==> src/rtl/snake_round_ctrl_if.sv <==
// Button, datapath-feedback and round-status bundle for snake_round_ctrl.
// slave = the controller; master = the board/datapath side driving buttons and feedback.
interface snake_round_ctrl_if;
    logic       START;
    logic       PAUSE;
    logic       COLLISION;
    logic       GOT_ITEM;
    logic [7:0] LENGTH;
    logic       TICK;
    logic       GAME_RST;
    logic [1:0] STATE;
    logic       ISPAUSED;
    logic [7:0] SCORE;
    logic       GAME_OVER;
    logic       WIN;

    modport master (
        output START, PAUSE, COLLISION, GOT_ITEM, LENGTH,
        input  TICK, GAME_RST, STATE, ISPAUSED, SCORE, GAME_OVER, WIN
    );

    modport slave (
        input  START, PAUSE, COLLISION, GOT_ITEM, LENGTH,
        output TICK, GAME_RST, STATE, ISPAUSED, SCORE, GAME_OVER, WIN
    );
endinterface

==> src/rtl/snake_round_ctrl.sv <==
// Snake round FSM + game tick generator; define SNAKE_SPEEDUP_EN to shorten the tick period per item.
// Latency: all outputs registered, 1 cycle from button rise or EVAL; no backpressure (strobes and levels only).
module snake_round_ctrl #(
    parameter int TICK_DIV     = 100,
    parameter int SPEEDUP_STEP = 8,
    parameter int MIN_DIV      = 20,
    parameter int WIN_LENGTH   = 255
) (
    input  logic               SYS_CLK,
    input  logic               RST,
    snake_round_ctrl_if.slave  bus
);

    localparam int CW = $clog2(TICK_DIV + 1);
    localparam logic [CW-1:0] TICK_DIV_C = CW'(TICK_DIV);
    localparam logic [7:0]    WIN_LEN_C  = 8'(WIN_LENGTH);

    typedef enum logic [1:0] {
        ST_IDLE   = 2'b00,
        ST_RUN    = 2'b01,
        ST_PAUSED = 2'b10,
        ST_OVER   = 2'b11
    } state_t;

    if (TICK_DIV < 4 || MIN_DIV < 4 || MIN_DIV > TICK_DIV || SPEEDUP_STEP < 0 ||
        WIN_LENGTH < 1 || WIN_LENGTH > 255) begin : g_bad_cfg
        $error("snake_round_ctrl: illegal parameter combination");
    end

`ifdef SNAKE_SPEEDUP_EN
    // Compared in int so a step larger than the period never wraps.
    function automatic logic [CW-1:0] next_period(input logic [CW-1:0] p);
        if (int'(p) >= MIN_DIV + SPEEDUP_STEP)
            return p - CW'(SPEEDUP_STEP);
        else
            return CW'(MIN_DIV);
    endfunction
`endif

    state_t        state_d, state_q;
    logic          start_d, start_q;
    logic          pause_d, pause_q;
    logic [CW-1:0] cnt_d, cnt_q;
    logic [CW-1:0] period_d, period_q;
    logic          tick_d, tick_q;
    logic          game_rst_d, game_rst_q;
    logic          ispaused_d, ispaused_q;
    logic          game_over_d, game_over_q;
    logic          win_d, win_q;
    logic [7:0]    score_d, score_q;

    logic start_rise;
    logic pause_rise;
    logic eval_over;

    assign start_rise = bus.START & ~start_q;
    assign pause_rise = bus.PAUSE & ~pause_q;

    always_comb begin
        state_d   = state_q;
        start_d   = bus.START;
        pause_d   = bus.PAUSE;
        cnt_d     = cnt_q;
        period_d  = period_q;
        score_d   = score_q;
        win_d     = win_q;
        tick_d    = 1'b0;
        eval_over = 1'b0;

        if (state_q == ST_RUN) begin
            if (cnt_q == '0) begin
                cnt_d  = period_q - CW'(1);
                tick_d = 1'b1;
            end else begin
                cnt_d = cnt_q - CW'(1);
            end
        end

        // EVAL is the cycle after TICK; it still fires if PAUSED was entered on the TICK edge.
        if (tick_q) begin
            if (bus.COLLISION) begin
                state_d   = ST_OVER;
                win_d     = 1'b0;
                eval_over = 1'b1;
            end else if (bus.LENGTH >= WIN_LEN_C) begin
                state_d   = ST_OVER;
                win_d     = 1'b1;
                eval_over = 1'b1;
            end else if (bus.GOT_ITEM) begin
                if (score_q != 8'hFF)
                    score_d = score_q + 8'd1;
`ifdef SNAKE_SPEEDUP_EN
                period_d = next_period(period_q);
`endif
            end
        end

        if (!eval_over) begin
            case (state_q)
                ST_IDLE: begin
                    period_d = TICK_DIV_C;
                    score_d  = 8'd0;
                    win_d    = 1'b0;
                    cnt_d    = '0;
                    if (start_rise) begin
                        state_d = ST_RUN;
                        cnt_d   = TICK_DIV_C - CW'(1);
                    end
                end
                ST_RUN: begin
                    if (pause_rise)
                        state_d = ST_PAUSED;
                end
                ST_PAUSED: begin
                    if (pause_rise)
                        state_d = ST_RUN;
                end
                ST_OVER: begin
                    if (start_rise) begin
                        state_d  = ST_IDLE;
                        score_d  = 8'd0;
                        win_d    = 1'b0;
                        period_d = TICK_DIV_C;
                    end
                end
                default: state_d = ST_IDLE;
            endcase
        end

        game_rst_d  = (state_d == ST_IDLE);
        ispaused_d  = (state_d == ST_PAUSED);
        game_over_d = (state_d == ST_OVER);
    end

    always_ff @(posedge SYS_CLK or posedge RST) begin
        if (RST) begin
            state_q     <= ST_IDLE;
            start_q     <= 1'b0;
            pause_q     <= 1'b0;
            cnt_q       <= '0;
            period_q    <= TICK_DIV_C;
            tick_q      <= 1'b0;
            game_rst_q  <= 1'b1;
            ispaused_q  <= 1'b0;
            game_over_q <= 1'b0;
            win_q       <= 1'b0;
            score_q     <= 8'd0;
        end else begin
            state_q     <= state_d;
            start_q     <= start_d;
            pause_q     <= pause_d;
            cnt_q       <= cnt_d;
            period_q    <= period_d;
            tick_q      <= tick_d;
            game_rst_q  <= game_rst_d;
            ispaused_q  <= ispaused_d;
            game_over_q <= game_over_d;
            win_q       <= win_d;
            score_q     <= score_d;
        end
    end

    assign bus.TICK      = tick_q;
    assign bus.GAME_RST  = game_rst_q;
    assign bus.STATE     = state_q;
    assign bus.ISPAUSED  = ispaused_q;
    assign bus.SCORE     = score_q;
    assign bus.GAME_OVER = game_over_q;
    assign bus.WIN       = win_q;

endmodule

==> src/flat_wrapper.sv <==
// flat-port wrapper written by rule: the top's interface ports become plain ports
module snake_round_ctrl_flat 
#(
    parameter int TICK_DIV     = 100,
    parameter int SPEEDUP_STEP = 8,
    parameter int MIN_DIV      = 20,
    parameter int WIN_LENGTH   = 255
)
  (SYS_CLK, RST, bus_START, bus_PAUSE, bus_COLLISION, bus_GOT_ITEM, bus_LENGTH, bus_TICK, bus_GAME_RST, bus_STATE, bus_ISPAUSED, bus_SCORE, bus_GAME_OVER, bus_WIN);
  snake_round_ctrl_if bus_i ();
  input  logic SYS_CLK;
  input  logic RST;
  input wire logic [$bits(bus_i.START)-1:0] bus_START;
  input wire logic [$bits(bus_i.PAUSE)-1:0] bus_PAUSE;
  input wire logic [$bits(bus_i.COLLISION)-1:0] bus_COLLISION;
  input wire logic [$bits(bus_i.GOT_ITEM)-1:0] bus_GOT_ITEM;
  input wire logic [$bits(bus_i.LENGTH)-1:0] bus_LENGTH;
  output wire logic [$bits(bus_i.TICK)-1:0] bus_TICK;
  output wire logic [$bits(bus_i.GAME_RST)-1:0] bus_GAME_RST;
  output wire logic [$bits(bus_i.STATE)-1:0] bus_STATE;
  output wire logic [$bits(bus_i.ISPAUSED)-1:0] bus_ISPAUSED;
  output wire logic [$bits(bus_i.SCORE)-1:0] bus_SCORE;
  output wire logic [$bits(bus_i.GAME_OVER)-1:0] bus_GAME_OVER;
  output wire logic [$bits(bus_i.WIN)-1:0] bus_WIN;
  assign bus_i.START = bus_START;
  assign bus_i.PAUSE = bus_PAUSE;
  assign bus_i.COLLISION = bus_COLLISION;
  assign bus_i.GOT_ITEM = bus_GOT_ITEM;
  assign bus_i.LENGTH = bus_LENGTH;
  assign bus_TICK = bus_i.TICK;
  assign bus_GAME_RST = bus_i.GAME_RST;
  assign bus_STATE = bus_i.STATE;
  assign bus_ISPAUSED = bus_i.ISPAUSED;
  assign bus_SCORE = bus_i.SCORE;
  assign bus_GAME_OVER = bus_i.GAME_OVER;
  assign bus_WIN = bus_i.WIN;
  snake_round_ctrl #(.TICK_DIV(TICK_DIV), .SPEEDUP_STEP(SPEEDUP_STEP), .MIN_DIV(MIN_DIV), .WIN_LENGTH(WIN_LENGTH)) u_core (.SYS_CLK(SYS_CLK), .RST(RST), .bus(bus_i));
endmodule
==> config.mk <==
export PLATFORM = sky130hd
export DESIGN_NAME = snake_round_ctrl_flat
export DESIGN_NICKNAME = d
export VERILOG_FILES = /design/src/rtl/snake_round_ctrl_if.sv /design/src/rtl/snake_round_ctrl.sv /design/src/flat_wrapper.sv
export SDC_FILE = /design/constraint.sdc
export NUM_CORES = 1
export LEC_CHECK = 0
export CORE_ASPECT_RATIO = 1.1
export CORE_UTILIZATION = 30
export CTS_BUF_LIST = sky130_fd_sc_hd__clkbuf_4 sky130_fd_sc_hd__clkbuf_8 sky130_fd_sc_hd__clkbuf_16
export CTS_CLUSTER_DIAMETER = 80
export DETAILED_ROUTE_END_ITERATION = 10
export GPL_ROUTABILITY_DRIVEN = 0
export GPL_TIMING_DRIVEN = 0
export PLACE_DENSITY_LB_ADDON = 0.05
export SLEW_MARGIN = 20
export SYNTH_ARGS = -nofsm -noshare
export SYNTH_HDL_FRONTEND = slang
export SYNTH_SLANG_ARGS = --single-unit
export TNS_END_PERCENT = 100
==> constraint.sdc <==
create_clock -name SYS_CLK -period 2.05 [get_ports SYS_CLK]
set_input_delay 0.3075 -clock SYS_CLK [delete_from_list [all_inputs] [get_ports SYS_CLK]]
set_output_delay 0.3075 -clock SYS_CLK [all_outputs]
set_load 0.05 [all_outputs]
Yosys cells after proc, flatten, opt, wreduce, memory -nomap -nowiden
Index checks and enable logic that the tools add are counted.
Cells by class
  $lt $le $gt $ge: 1
  multipliers: 0
  mux-type cells: 35
  bitwise logic cells: 5
  shifts and indexed selects: 0
  add/subtract/negate cells: 3
  div/mod/pow operators: 0
  reductions and logical operators: 5
  equal/unequal tests: 7
Operators by type and width (count)
  two-way mux 8 bit: 7
  two-way mux 7 bit: 6
  two-way mux 2 bit: 8
  one-hot mux 8 bit (2 select lines): 1
  one-hot mux 7 bit (2 select lines): 1
  subtractor 7 x 1 -> 7 bit (second input constant): 2
  two-way mux 1 bit: 10
  adder 8 x 1 -> 8 bit (second input constant): 1
  == test 2 bit (second input constant): 4
  >= comparator 8 bit (second input constant): 1
  != test 8 bit (second input constant): 1
  one-hot mux 2 bit (4 select lines): 1
  logical NOT 7 bit: 1
  logical NOT 2 bit: 2
  inverter 1 bit: 3
  AND reduction 3 bit: 1
  bitwise AND 1 bit: 2
  == test 2 x 1 -> 1 bit (second input constant): 1
  != test 2 x 1 -> 1 bit (second input constant): 1
  one-hot mux 1 bit (2 select lines): 1
  nonzero test 2 bit: 1
Word-level totals
  memory bits (read-only): 0
  output and inout port bits: 15
  register bits: 31
  word-level logic and storage cells: 67
  RAM bits: 0
  latch bits: 0
  input bits: 14
  memories kept: 0

Logic depth before layout (Yosys ltp)
Gate-level depths: netlist of the first run.
  depth in word-level cells: 9
  depth in mapped cells: 7
  gate-level depth less buffers: 6

Least setup slack after synthesis of the first run
OpenSTA, ideal clock, no wires.
  path type: reg-to-reg
  start: reg u_core.state_q[1], in the netlist u_core.bus.STATE[1]
  end: reg u_core.cnt_q[5]
  cell stages (with the launch flop): 8
  data arrival time: 1880 ps
  path buffers: 1
  library setup time: 142 ps
  slack: 28 ps
  cells stage by stage: dfrtp_1 -> inv_1 -> ha_1 -> buf_2 -> or3b_1 -> nor4_1 -> xnor2_1 -> a21oi_1
Between the ends
  cells in the longest elaborated chain, start to end: 4
RTL lines
  start, declared: RTL line snake_round_ctrl.sv:40  | state_t state_d, state_q;
  start signal, assigned: RTL line snake_round_ctrl.sv:149  | state_q <= state_d;
  == test 2 x 1 -> 1 bit: RTL line snake_round_ctrl.sv:70  | if (state_q == ST_RUN) begin
  two-way mux 7 bit: RTL line snake_round_ctrl.sv:70
  two-way mux 7 bit: RTL line snake_round_ctrl.sv:99  | case (state_q)
  two-way mux 7 bit (*): RTL line snake_round_ctrl.sv:98  | if (!eval_over) begin
  via u_core.cnt_d[5]: RTL line snake_round_ctrl.sv:43  | logic [CW-1:0] cnt_d, cnt_q;
  end signal, assigned: RTL line snake_round_ctrl.sv:152  | cnt_q <= cnt_d;
  end, declared: RTL line snake_round_ctrl.sv:43
Mark *: on every way through the listed nets, which the timed path passes. The rest lies on a longest branch.
A chain may end at the register's enable or synchronous reset.

Worst setup path after layout of the first run
  start: reg u_core.state_q[0], in the netlist u_core.bus.STATE[0]
  end: reg u_core.score_q[4], in the netlist u_core.bus.SCORE[4]
Between the ends
  cells in the longest elaborated chain, start to end: 3
RTL lines
  == test 2 bit or logical NOT 2 bit (tied branches): RTL line snake_round_ctrl.sv:99
  one-hot mux 8 bit (2 select lines) (*): RTL line snake_round_ctrl.sv:99
  two-way mux 8 bit (*): RTL line snake_round_ctrl.sv:98
  via u_core.score_d[4]: RTL line snake_round_ctrl.sv:50  | logic [7:0] score_d, score_q;
  end signal, assigned: RTL line snake_round_ctrl.sv:159  | score_q <= score_d;
  end, declared: RTL line snake_round_ctrl.sv:50
Marked as above.

==> results of run 1 <==
through the flow:
step           cell area, µm²  power (mW)  hold WS (ns)  TNS (ns)
6_report                 1740        2.07         0.481         0
2_1_floorplan            1330        1.46         0.321         0
4_1_cts                  1730        2.08         0.487         0
5_1_grt                  1740        2.24         0.506         0
3_5_place_dp             1680        1.75         0.475    -0.374
3_3_place_gp             1680        1.74         0.461    -0.358
worst max path at each step:
| stage | end | slack, ns | depth (start not counted) | start |
|---|---|---|---|---|
| after floorplan | u_core.cnt_q[5]$_DFF_PP0_ | 0.03 | 7 | u_core.bus.STATE[1]$_DFF_PP0_ |
| after global placement | u_core.bus.SCORE[4]$_DFF_PP0_ | -0.09 | 5 | bus_LENGTH[1] |
| after detailed placement | u_core.bus.SCORE[4]$_DFF_PP0_ | -0.08 | 5 | bus_LENGTH[1] |
| after CTS | u_core.bus.SCORE[4]$_DFF_PP0_ | 0.11 | 5 | u_core.bus.STATE[0]$_DFF_PP0_ |
| after global routing | u_core.bus.SCORE[4]$_DFF_PP0_ | 0.002 | 5 | u_core.bus.STATE[0]$_DFF_PP0_ |
| final | u_core.bus.SCORE[4]$_DFF_PP0_ | 0.11 | 5 | u_core.bus.STATE[0]$_DFF_PP0_ |
critical path, delay by kind of cell, from the launching register on:
kind                     cells  cell delay, ns
AND/OR/NAND/NOR              1            0.14
adder cells (fa/ha/maj)      1            0.29
flip-flops                   1            0.48
buffers and inverters        1            0.10
AO/OA/AOI/OAI                2            0.78
synthesized netlist by cell type (3+ instances only):
| cell type | n | area (µm²) |
|---|---|---|
| sky130_fd_sc_hd__dfrtp_1 | 23 | 576 |
| sky130_fd_sc_hd__nand2_1 | 5 | 18.8 |
| sky130_fd_sc_hd__xnor2_1 | 3 | 26.3 |
| sky130_fd_sc_hd__a21oi_1 | 12 | 60.1 |
| sky130_fd_sc_hd__and4_1 | 3 | 26.3 |
| sky130_fd_sc_hd__nor3_1 | 4 | 20.0 |
| sky130_fd_sc_hd__nand3_1 | 3 | 15.0 |
| sky130_fd_sc_hd__o21ai_0 | 9 | 45.0 |
| sky130_fd_sc_hd__ha_1 | 6 | 75.1 |
| sky130_fd_sc_hd__nor2b_1 | 3 | 18.8 |
| sky130_fd_sc_hd__inv_1 | 7 | 26.3 |
| sky130_fd_sc_hd__nor2_1 | 10 | 37.5 |
| sky130_fd_sc_hd__a211oi_1 | 4 | 30.0 |
| sky130_fd_sc_hd__a21o_1 | 3 | 22.5 |
cell usage in the layout, fill, tap and decap left out, drive strengths merged, types with 3 or more instances in the layout:
master,synthesis,layout
a21oi,13,13
clkbuf,0,4
nand2,5,5
dfrtp,23,23
a211oi,4,4
xnor2,3,3
inv,7,7
clkdlybuf4s50,0,28
and4,3,3
nor3,4,4
nand3,3,3
nor2,10,10
o21ai,9,9
nor2b,3,3
ha,6,6
buf,3,3
a21o,3,3
flip-flops by register name, indices dropped and copies added (netlist names):
| signal | cells |
|---|---|
| u_core.pause_q | 1 |
| u_core.cnt_q | 7 |
| u_core.bus.TICK | 1 |
| u_core.bus.WIN | 1 |
| u_core.bus.GAME_OVER | 1 |
| u_core.bus.SCORE | 8 |
| u_core.bus.STATE | 2 |
| u_core.start_q | 1 |
| u_core.bus.ISPAUSED | 1 |
| u_core.bus.GAME_RST | 1 |
power by group:
part | internal (mW) | leakage, nW | switching (mW) | total [mW]
sequential | 0.596 | 0.315 | 0.0969 | 0.693
combinational | 0.406 | 0.355 | 0.653 | 1.06
clock | 0.171 | 0.0288 | 0.152 | 0.323
total | 1.17 | 0.699 | 0.902 | 2.07
layer usage:
metal	vias to the layer above	track usage [%]	wire length (µm)
met3	4	1.91	69
met2	23	24.9	1510
met5	-	0	0
li1	565	-	-
met1	552	17.1	1410
met4	0	5.80	39
cell families (layout without fill, tap and decap cells):
group                      Yosys count  in the layout  synth area share (%)
AOI/OAI and AO/OA                   47             47                  23.6
and+or+nand+nor                     42             42                  18.4
DFF                                 24             24                  45.3
buffers and inverters               10             42                  3.77
adders and majority gates            6              6                  5.65
xor gates and xnor gates             5              5                  3.30
cell type report:
cell class                      count  area (µm²)  share of cell area [%]
Multi-Input combinational cell    100         683                    39.3
Clock buffer                        4        55.1                    3.17
Timing Repair Buffer               28         280                    16.1
Buffer                              3        23.8                    1.37
Tap cell                           54        67.6                    3.89
Inverter                            7        26.3                    1.51
Sequential cell                    24         602                    34.6
==> flow_summary.toml, run 1 <==
[die]
floorplan.die_area_um2 = 4700
die_height_um = 71.8
floorplan.initialDensity_pct = 31.0
die_width_um = 65.5
number_of_ports_placed_on_the_die_boundary = 29
core-area_um2 = 4290
floorplan.rows = 25

[worst_setup_path]
r2r-end = "u_core.bus.SCORE[4]$_DFF_PP0_"
r2r_cells = 5
crit_arrival_ns = 2.06
timing_worst_setup_path_type = "flip-flop to flip-flop"
crit_slowest_cell = "sky130_fd_sc_hd__a21oi_1"
slowest_delay_ns = 0.60
timing.critical_path.to_type = "flip-flop"
cp_max_fo = 8
worst_setup_path_start_kind = "flip-flop"
timing.critical_path.cells = "inv_1 -> ha_1 -> a21o_1 -> a21oi_1 -> nor4_1"
regToRegSetupSlack_ns = 0.11
cp_data_required_time_ns = 2.17
reg2reg_from = "u_core.bus.STATE[0]$_DFF_PP0_"

[timing]
max_freq_mhz = 515
report.final.slew_viol_count = 0
final_hold_viol_count = 0
finalWorstPathRequiredPeriod_ns = 1.94
worst_slew_pin_slew_ns = 0.960
final-setup-viol-count = 0
slew_headroom_pct = 36.0
setup_repair_after_global_routing_missed_its_margin = "no"
finClkSkew_ns = 0.00293
final_worst_setup_slack_ns = 0.107
final_min_period_over_clock_period_pct = 94.8

[final_layout]
diodes = 0
post_layout_nonfiller_instances = 220
area_growth_pct = 30.8
post_route_cells_drive_above_1_share_pct = 8.43
fill_cells = 432
finalCoreUtilization_pct = 40.6
num-nets-final = 187

[route]
route.final.wire_length_mm = 3.03
vias_per_cell = 5.20
detail_route.iter0.violations = 50
detailed_route_wire_length_per_cell_um = 13.8
drc_errors = 0
post_route_antenna_net_violation_count = 0
firstDrtPassIters = 4
detailroute.via_count = 1144

[clocking]
cts_tree = "yes"
post-cts-setup-buffer-count = 0
clock_insertion_delay_worst_skew_ns = 0.26
cts-resized-gates = 0
h-tree-depth = 1
postCtsHoldBufs = 0
clk_root_buffer_cell = "sky130_fd_sc_hd__clkbuf_8"
tritoncts.num_buffers = 3
cts.reportedPaths.clkPinSlew_ns = 0.09
clock-sinks = 24
maximum_root_to_sink_buffer_count = 2

[synthesis]
synth_enable_flop_cells = 0
netlist_area_um2 = 1330
synth_cell_types = 45
synth_fp_nets = 154
average_instance_area_after_synthesis_um2 = 9.92
async_set_or_reset_flop_fraction_in_the_synthesized_netlist_pct = 100
yosysWarnings = 0
synth_flop_cell = "sky130_fd_sc_hd__dfrtp_1"
syn_inst = 134
yosys_register_bits = 24
synth_seq_area_share_pct = 45.3

[min_path]
worstHoldPathType = "flip-flop to flip-flop"
min_path_cells = 1
hp-start = "u_core.cnt_q[6]$_DFF_PP0_"
endpoint_of_the_worst_hold_timing_path = "u_core.bus.TICK$_DFF_PP0_"

[place]
placement.setup.worst_slack_ns = -0.0801
dp_hpwl_mm = 2.30
post-place-cells = 216
portBuffers = 28

[grt]
grt.overflow.total = 0
grt_start_max_net_pins = 25
antenna_found_initial = 0
groute.usage.overall_pct = 14.1
grt_pass1_vias = 1143
grt_pass1_wl_mm = 5.05

[outcome]
outcome = "complete, no violations"

[run]
maxCapViolations = 0

[power_and_ir_drop]
power.leakage_nw = 0.699
cellPowerDensity_nw_per_um2 = 1190
vdd_drop_max_mv = 0.611
No activity file was read; power rests on OpenSTA's default activity.
==> inputs of run 2 (changes only) <==
SETUP_SLACK_MARGIN = 0.5   (was default)
==> run 2 against run 1 <==
  * Global-route usage increased by 1.8 points
  * Critical path depth increased by 2
  * Total power increased by 26%
  * Routed wire length increased by 11%
  * Clock-buffer cell count decreased by 1
  * Final cell count increased by 5.5%
  * Combinational power increased by 42%
  * Via count increased by 4.5%
  * Largest cell class unchanged
==> flow_summary.toml, run 2 (same netlist as run 1, synthesis figures left out) <==
[clocking]
maximum_root_to_sink_buffer_count = 2
h-tree-depth = 1
tritoncts.num_buffers = 3
clock-sinks = 24
cts.reportedPaths.clkPinSlew_ns = 0.09
clk_root_buffer_cell = "sky130_fd_sc_hd__clkbuf_8"
cts_tree = "yes"
clock_insertion_delay_worst_skew_ns = 0.27

[final_layout]
area_growth_pct = 51.2
diodes = 0
final_common_cell = "sky130_fd_sc_hd__dfrtp_1"
stdcell_area_um2 = 2010
post_route_cells_drive_above_1_share_pct = 37.1
finalCoreUtilization_pct = 46.9
post_layout_nonfiller_instances = 232
largest_register_ff_count = 8
num-nets-final = 199
layout.cells.most_common_list = "18 x sky130_fd_sc_hd__dfrtp_1, 12 x sky130_fd_sc_hd__clkdlybuf4s50_1, 12 x sky130_fd_sc_hd__buf_4"

[timing]
final_min_period_over_clock_period_pct = 79.3
finalWorstPathRequiredPeriod_ns = 1.63
final-setup-viol-count = 0
worst_slew_pin_slew_ns = 0.954
max_freq_mhz = 615
report.final.slew_viol_count = 0
setup_repair_after_global_routing_missed_its_margin = "yes"
slew_headroom_pct = 36.3
finClkSkew_ns = 0.00517
finalSetupTns_ns = 0
final_hold_viol_count = 0

[worst_setup_path]
worstSetupEndpoint = "u_core.cnt_q[5]$_DFF_PP0_"
r2r-end = "u_core.cnt_q[5]$_DFF_PP0_"
crit_arrival_ns = 1.77
cp_max_fo = 3
r2r_cells = 7
reg2reg_from = "u_core.bus.STATE[1]$_DFF_PP0_"
worstSetupStartpoint = "u_core.bus.STATE[1]$_DFF_PP0_"
regToRegSetupSlack_ns = 0.42
worst_setup_path_start_kind = "flip-flop"
timing_worst_setup_path_type = "flip-flop to flip-flop"
crit_slowest_cell = "sky130_fd_sc_hd__dfrtp_2"
timing.critical_path.cells = "inv_4 -> ha_4 -> buf_6 -> or3b_4 -> nor4_4 -> xnor2_1 -> a21oi_1"
timing.critical_path.to_type = "flip-flop"
slowest_delay_ns = 0.43
cp_data_required_time_ns = 2.19

[die]
die_height_um = 71.8
floorplan.rows = 25
core-area_um2 = 4290
number_of_ports_placed_on_the_die_boundary = 29
floorplan.die_area_um2 = 4700
die_width_um = 65.5
floorplan.initialDensity_pct = 31.0

[place]
portBuffers = 28
post-place-cells = 216
placed_area_um2 = 1760
dp_hpwl_mm = 2.37

[power_and_ir_drop]
sequentialPowerShare_pct = 27.0
clock_power_share_pct = 15.9
power_switching_mw = 1.10
power.leakage_nw = 0.823
share_comb_of_total_power_pct = 57.1
cellPowerDensity_nw_per_um2 = 1300
vdd_drop_max_mv = 0.676
totalPowerFinal_mw = 2.62
cell_internal_pwr_mw = 1.52
switching_share_pct = 42.0

[grt]
global_route.usage.met3_pct = 1.91
grt_pass1_wl_mm = 5.69
top_usage_layer = "met2"
use_met2_pct = 29.4
globalRouteMet1Util_pct = 18.5
grt.overflow.total = 0
antenna_found_initial = 0
grt_start_max_net_pins = 25
grt_pass1_vias = 1229
groute.usage.overall_pct = 15.9

[run]
maxCapViolations = 0

[route]
drc_errors = 0
route.final.wire_length_mm = 3.35
vias_per_cell = 5.16
detailroute.via_count = 1196
post_route_antenna_net_violation_count = 0
firstDrtPassIters = 4
detailed_route_wire_length_per_cell_um = 14.4
detail_route.iter0.violations = 38

[min_path]
hp-start = "bus_COLLISION"
worstHoldPathType = "primary input to flip-flop"

[outcome]
outcome = "complete, no violations"
## run 2: changes by cell type in the layout (fill, tap and decap cells not counted), sizes merged
cell / delta
buf: +13
bufinv: +1
clkbuf: +5
clkdlybuf4s15: +3
clkdlybuf4s50: -16
dlygate4sd2: +6
## run 2: worst min path at each step
| stage | endpoint | cells after the start |
|---|---|---|
| 2_1_floorplan | u_core.bus.GAME_OVER$_DFF_PP0_ | 1 |
| 3_3_place_gp | u_core.bus.TICK$_DFF_PP0_ | 1 |
| 3_5_place_dp | u_core.bus.TICK$_DFF_PP0_ | 1 |
| 4_1_cts | u_core.bus.WIN$_DFF_PP0_ | 2 |
| 5_1_grt | u_core.bus.WIN$_DFF_PP0_ | 2 |
| 6_report | u_core.bus.WIN$_DFF_PP0_ | 2 |
## run 2: final cells by class
cell class / count / area, µm²
repair buffers: 40 / 332
multi-input cells: 100 / 868
flip-flops and latches: 24 / 608
fillers: 411 / 2280
plain buffers: 3 / 33.8
clock buffers: 3 / 41.3
inverters: 7 / 28.8
clock inverters: 1 / 30.0
well taps: 54 / 67.6
## run 2: stage by stage
| stage | setup slack, ns | hold slack (ns) |
|---|---|---|
| 2_1_floorplan | 0.272 | 0.321 |
| 3_3_place_gp | 0.113 | 0.446 |
| 3_5_place_dp | 0.105 | 0.454 |
| 4_1_cts | 0.402 | 0.400 |
| 5_1_grt | 0.341 | 0.419 |
| 6_report | 0.424 | 0.413 |
## run 2: power groups by stage
| stage | registers, mW | clock network [mW] | logic, mW |
|---|---|---|---|
| after floorplan | 0.863 | 0 | 0.701 |
| after CTS | 0.713 | 0.434 | 1.44 |
| after global routing | 0.731 | 0.449 | 1.64 |
| after global placement | 0.705 | 0 | 1.15 |
| final | 0.709 | 0.417 | 1.50 |
| after detailed placement | 0.713 | 0 | 1.16 |
## run 2: repair_timing
| action | 4_1_cts | 5_1_grt |
|---|---|---|
| pin swaps | 8 | 9 |
| setup endpoints to repair | 29 | 26 |
| setup buffers | 10 | 2 |
| endpoints found under the hold margin | 0 | 0 |
| gates resized for setup | 50 | 18 |
| hold buffers | 0 | 0 |
## run 2: critical path: cells and delay by family (launching register included)
family | cells | cell delay [ns]
compound gates | 1 | 0.09
xor+xnor | 1 | 0.15
fa+ha+maj | 1 | 0.12
buf+inv | 2 | 0.16
flops | 1 | 0.43
simple gates | 2 | 0.56
## run 2: layer usage
layer  vias up  routed length [µm]  share of wire (%)
met5         -                   0                  0
met4         0                  16               0.48
met3         2                  66                2.0
met2        15                1850                 55
met1       587                1410                 42
li1        592                   -                  -
==> inputs of run 3 (changes only) <==
clock period = 1.45 ns   (was 2.05 ns; I/O delays follow)
==> run 3 against run 2 <==
  * The flow now finishes with violations (setup timing)
  * Sequential share of layout area fell by 1.9 points
  * Flip-flop and latch count did not move
  * Register-to-register slack got worse by 0.60 ns
  * Clock-buffer cell count rose by 1
  * Worst hold slack got worse by 0.076 ns
  * Via count rose by 0.92%
  * Critical path type unchanged
  * Highest routed layer unchanged
==> flow_summary.toml, run 3 (same netlist as run 1, synthesis figures left out) <==
[outcome]
outcome = "finished, violations left"
violated_checks = "setup timing"

[place]
dp_hpwl_mm = 2.34
portBuffers = 28
placed_area_um2 = 1810

[power_and_ir_drop]
totalPowerFinal_mw = 3.75
cellPowerDensity_nw_per_um2 = 1730
power.leakage_nw = 0.851
vdd_drop_max_mv = 1.17

[timing]
finalWorstPathRequiredPeriod_ns = 1.63
final_hold_viol_count = 0
final_worst_setup_slack_ns = -0.176
whs_ns = 0.336
finClkSkew_ns = 0.00384
finalSetupTns_ns = -1.75
setup_repair_after_global_routing_missed_its_margin = "yes"
final_min_period_over_clock_period_pct = 112
final-setup-viol-count = 17
worst_slew_pin_slew_ns = 0.549
max_freq_mhz = 615
report.final.slew_viol_count = 0
slew_headroom_pct = 63.3

[final_layout]
final_common_cell = "sky130_fd_sc_hd__buf_4"
diodes = 0
stdcell_area_um2 = 2170
area_growth_pct = 63.3
post_route_cells_drive_above_1_share_pct = 46.2
layout.cells.most_common_list = "14 x sky130_fd_sc_hd__buf_4, 12 x sky130_fd_sc_hd__clkdlybuf4s50_1, 12 x sky130_fd_sc_hd__dfrtp_1"
largest_register_ff_count = 8
num-nets-final = 205

[route]
detail_route.iter0.violations = 35
firstDrtPassIters = 4
route.final.wire_length_mm = 3.40
drc_errors = 0
vias_per_cell = 5.07
detailroute.via_count = 1207
post_route_antenna_net_violation_count = 0
detailed_route_wire_length_per_cell_um = 14.3

[grt]
grt_pass1_wl_mm = 5.59
antenna_found_initial = 0
grt_start_max_net_pins = 25
grt_pass1_vias = 1214
groute.usage.overall_pct = 15.6
grt.overflow.total = 0

[worst_setup_path]
cp_data_required_time_ns = 1.60
crit_slowest_cell = "sky130_fd_sc_hd__dfrtp_2"
worst_setup_path_start_kind = "flip-flop"
cp_max_fo = 3
worstPathBufferInverterCount = 2
timing_worst_setup_path_type = "flip-flop to flip-flop"
timing.critical_path.cells = "inv_4 -> ha_4 -> buf_6 -> or3b_4 -> nor4_4 -> xnor2_1 -> a21oi_1"
cpLargestDelayFamily = "simple AND/OR/NAND/NOR gates"
crit_arrival_ns = 1.77
cp.depth = 7
timing.critical_path.to_type = "flip-flop"
r2r_cells = 7
slowest_delay_ns = 0.44

[die]
floorplan.initialDensity_pct = 31.0
die_width_um = 65.5
die_height_um = 71.8
core-area_um2 = 4290
floorplan.die_area_um2 = 4700
number_of_ports_placed_on_the_die_boundary = 29
floorplan.rows = 25

[clocking]
cts.reportedPaths.clkPinSlew_ns = 0.09
clk_root_buffer_cell = "sky130_fd_sc_hd__clkbuf_8"
postCtsHoldBufs = 0
h-tree-depth = 1
cts_tree = "yes"
clock-sinks = 24
clock_insertion_delay_worst_skew_ns = 0.26
tritoncts.num_buffers = 3
maximum_root_to_sink_buffer_count = 2

[min_path]
worstHoldPathType = "primary input to asynchronous set/reset pin"

[run]
maxCapViolations = 0
## run 3: cell types whose count changed in the layout (fill, tap and decap cells not counted), moves of 3 or more
| cell | change |
|---|---|
| sky130_fd_sc_hd__dfrtp_1 | -6 |
| sky130_fd_sc_hd__buf_8 | +10 |
| sky130_fd_sc_hd__clkbuf_2 | -6 |
| sky130_fd_sc_hd__dfrtp_2 | +6 |
| sky130_fd_sc_hd__dlygate4sd2_1 | -4 |
| sky130_fd_sc_hd__clkdlybuf4s15_2 | -3 |
| sky130_fd_sc_hd__buf_6 | +8 |
## run 3: final cells by class
class / count / area [µm²]
flip-flops and latches: 24 / 616
well taps: 54 / 67.6
inverters: 7 / 32.5
clock buffers: 4 / 55.1
plain buffers: 3 / 33.8
repair buffers: 46 / 483
fillers: 399 / 2120
multi-input cells: 100 / 882
## run 3: worst paths after layout
path                                                      end                          start  slack (ns)
max in group asynchronous       u_core.bus.SCORE[5]$_DFF_PP0_                            RST        0.76
min in group SYS_CLK                 u_core.bus.WIN$_DFF_PP0_                  bus_COLLISION        0.35
worst max-delay path                u_core.cnt_q[5]$_DFF_PP0_  u_core.bus.STATE[1]$_DFF_PP0_       -0.18
worst max register to register      u_core.cnt_q[5]$_DFF_PP0_  u_core.bus.STATE[1]$_DFF_PP0_       -0.18
worst min-delay path            u_core.bus.SCORE[2]$_DFF_PP0_                            RST        0.34
worst min register to register  u_core.bus.SCORE[6]$_DFF_PP0_  u_core.bus.SCORE[6]$_DFF_PP0_        0.52
## run 3: worst register-to-register path: stages, from the launching register on
cell and delay, ns:
sky130_fd_sc_hd__dfrtp_2 0.44, sky130_fd_sc_hd__inv_4 0.07, sky130_fd_sc_hd__ha_4 0.12, sky130_fd_sc_hd__buf_6 0.09
sky130_fd_sc_hd__or3b_4 0.40, sky130_fd_sc_hd__nor4_4 0.15, sky130_fd_sc_hd__xnor2_1 0.15, sky130_fd_sc_hd__a21oi_1 0.08
## run 3: layer usage
metal / routed length [µm] / vias to the layer above / GRT usage [%]
li1: - / 599 / -
met1: 1430 / 588 / 17.9
met2: 1890 / 18 / 29.4
met3: 68 / 2 / 2.39
met4: 19 / 0 / 4.35
met5: 0 / - / 0
## run 3: metrics by stage
stage	cells	utilization, %	setup slack, ns
after detailed placement	216	42.2	-0.416
after floorplan	134	-	-0.316
after CTS	234	49.3	-0.188
after global placement	216	42.2	-0.405
after global routing	238	50.6	-0.251
final	238	50.6	-0.176
## run 3: power breakdown
part	internal, mW	leakage (nW)	switching (mW)
Combinational	1.06	0.525	1.22
Sequential	0.849	0.297	0.171
Clock	0.242	0.0288	0.215
Total	2.15	0.851	1.60
## run 3: repair_timing
action,4_1_cts,5_1_grt
resized for setup,130,10
gates cloned,0,0
endpoints found under the setup margin,61,37
pin swaps,12,13
setup buffers,14,4
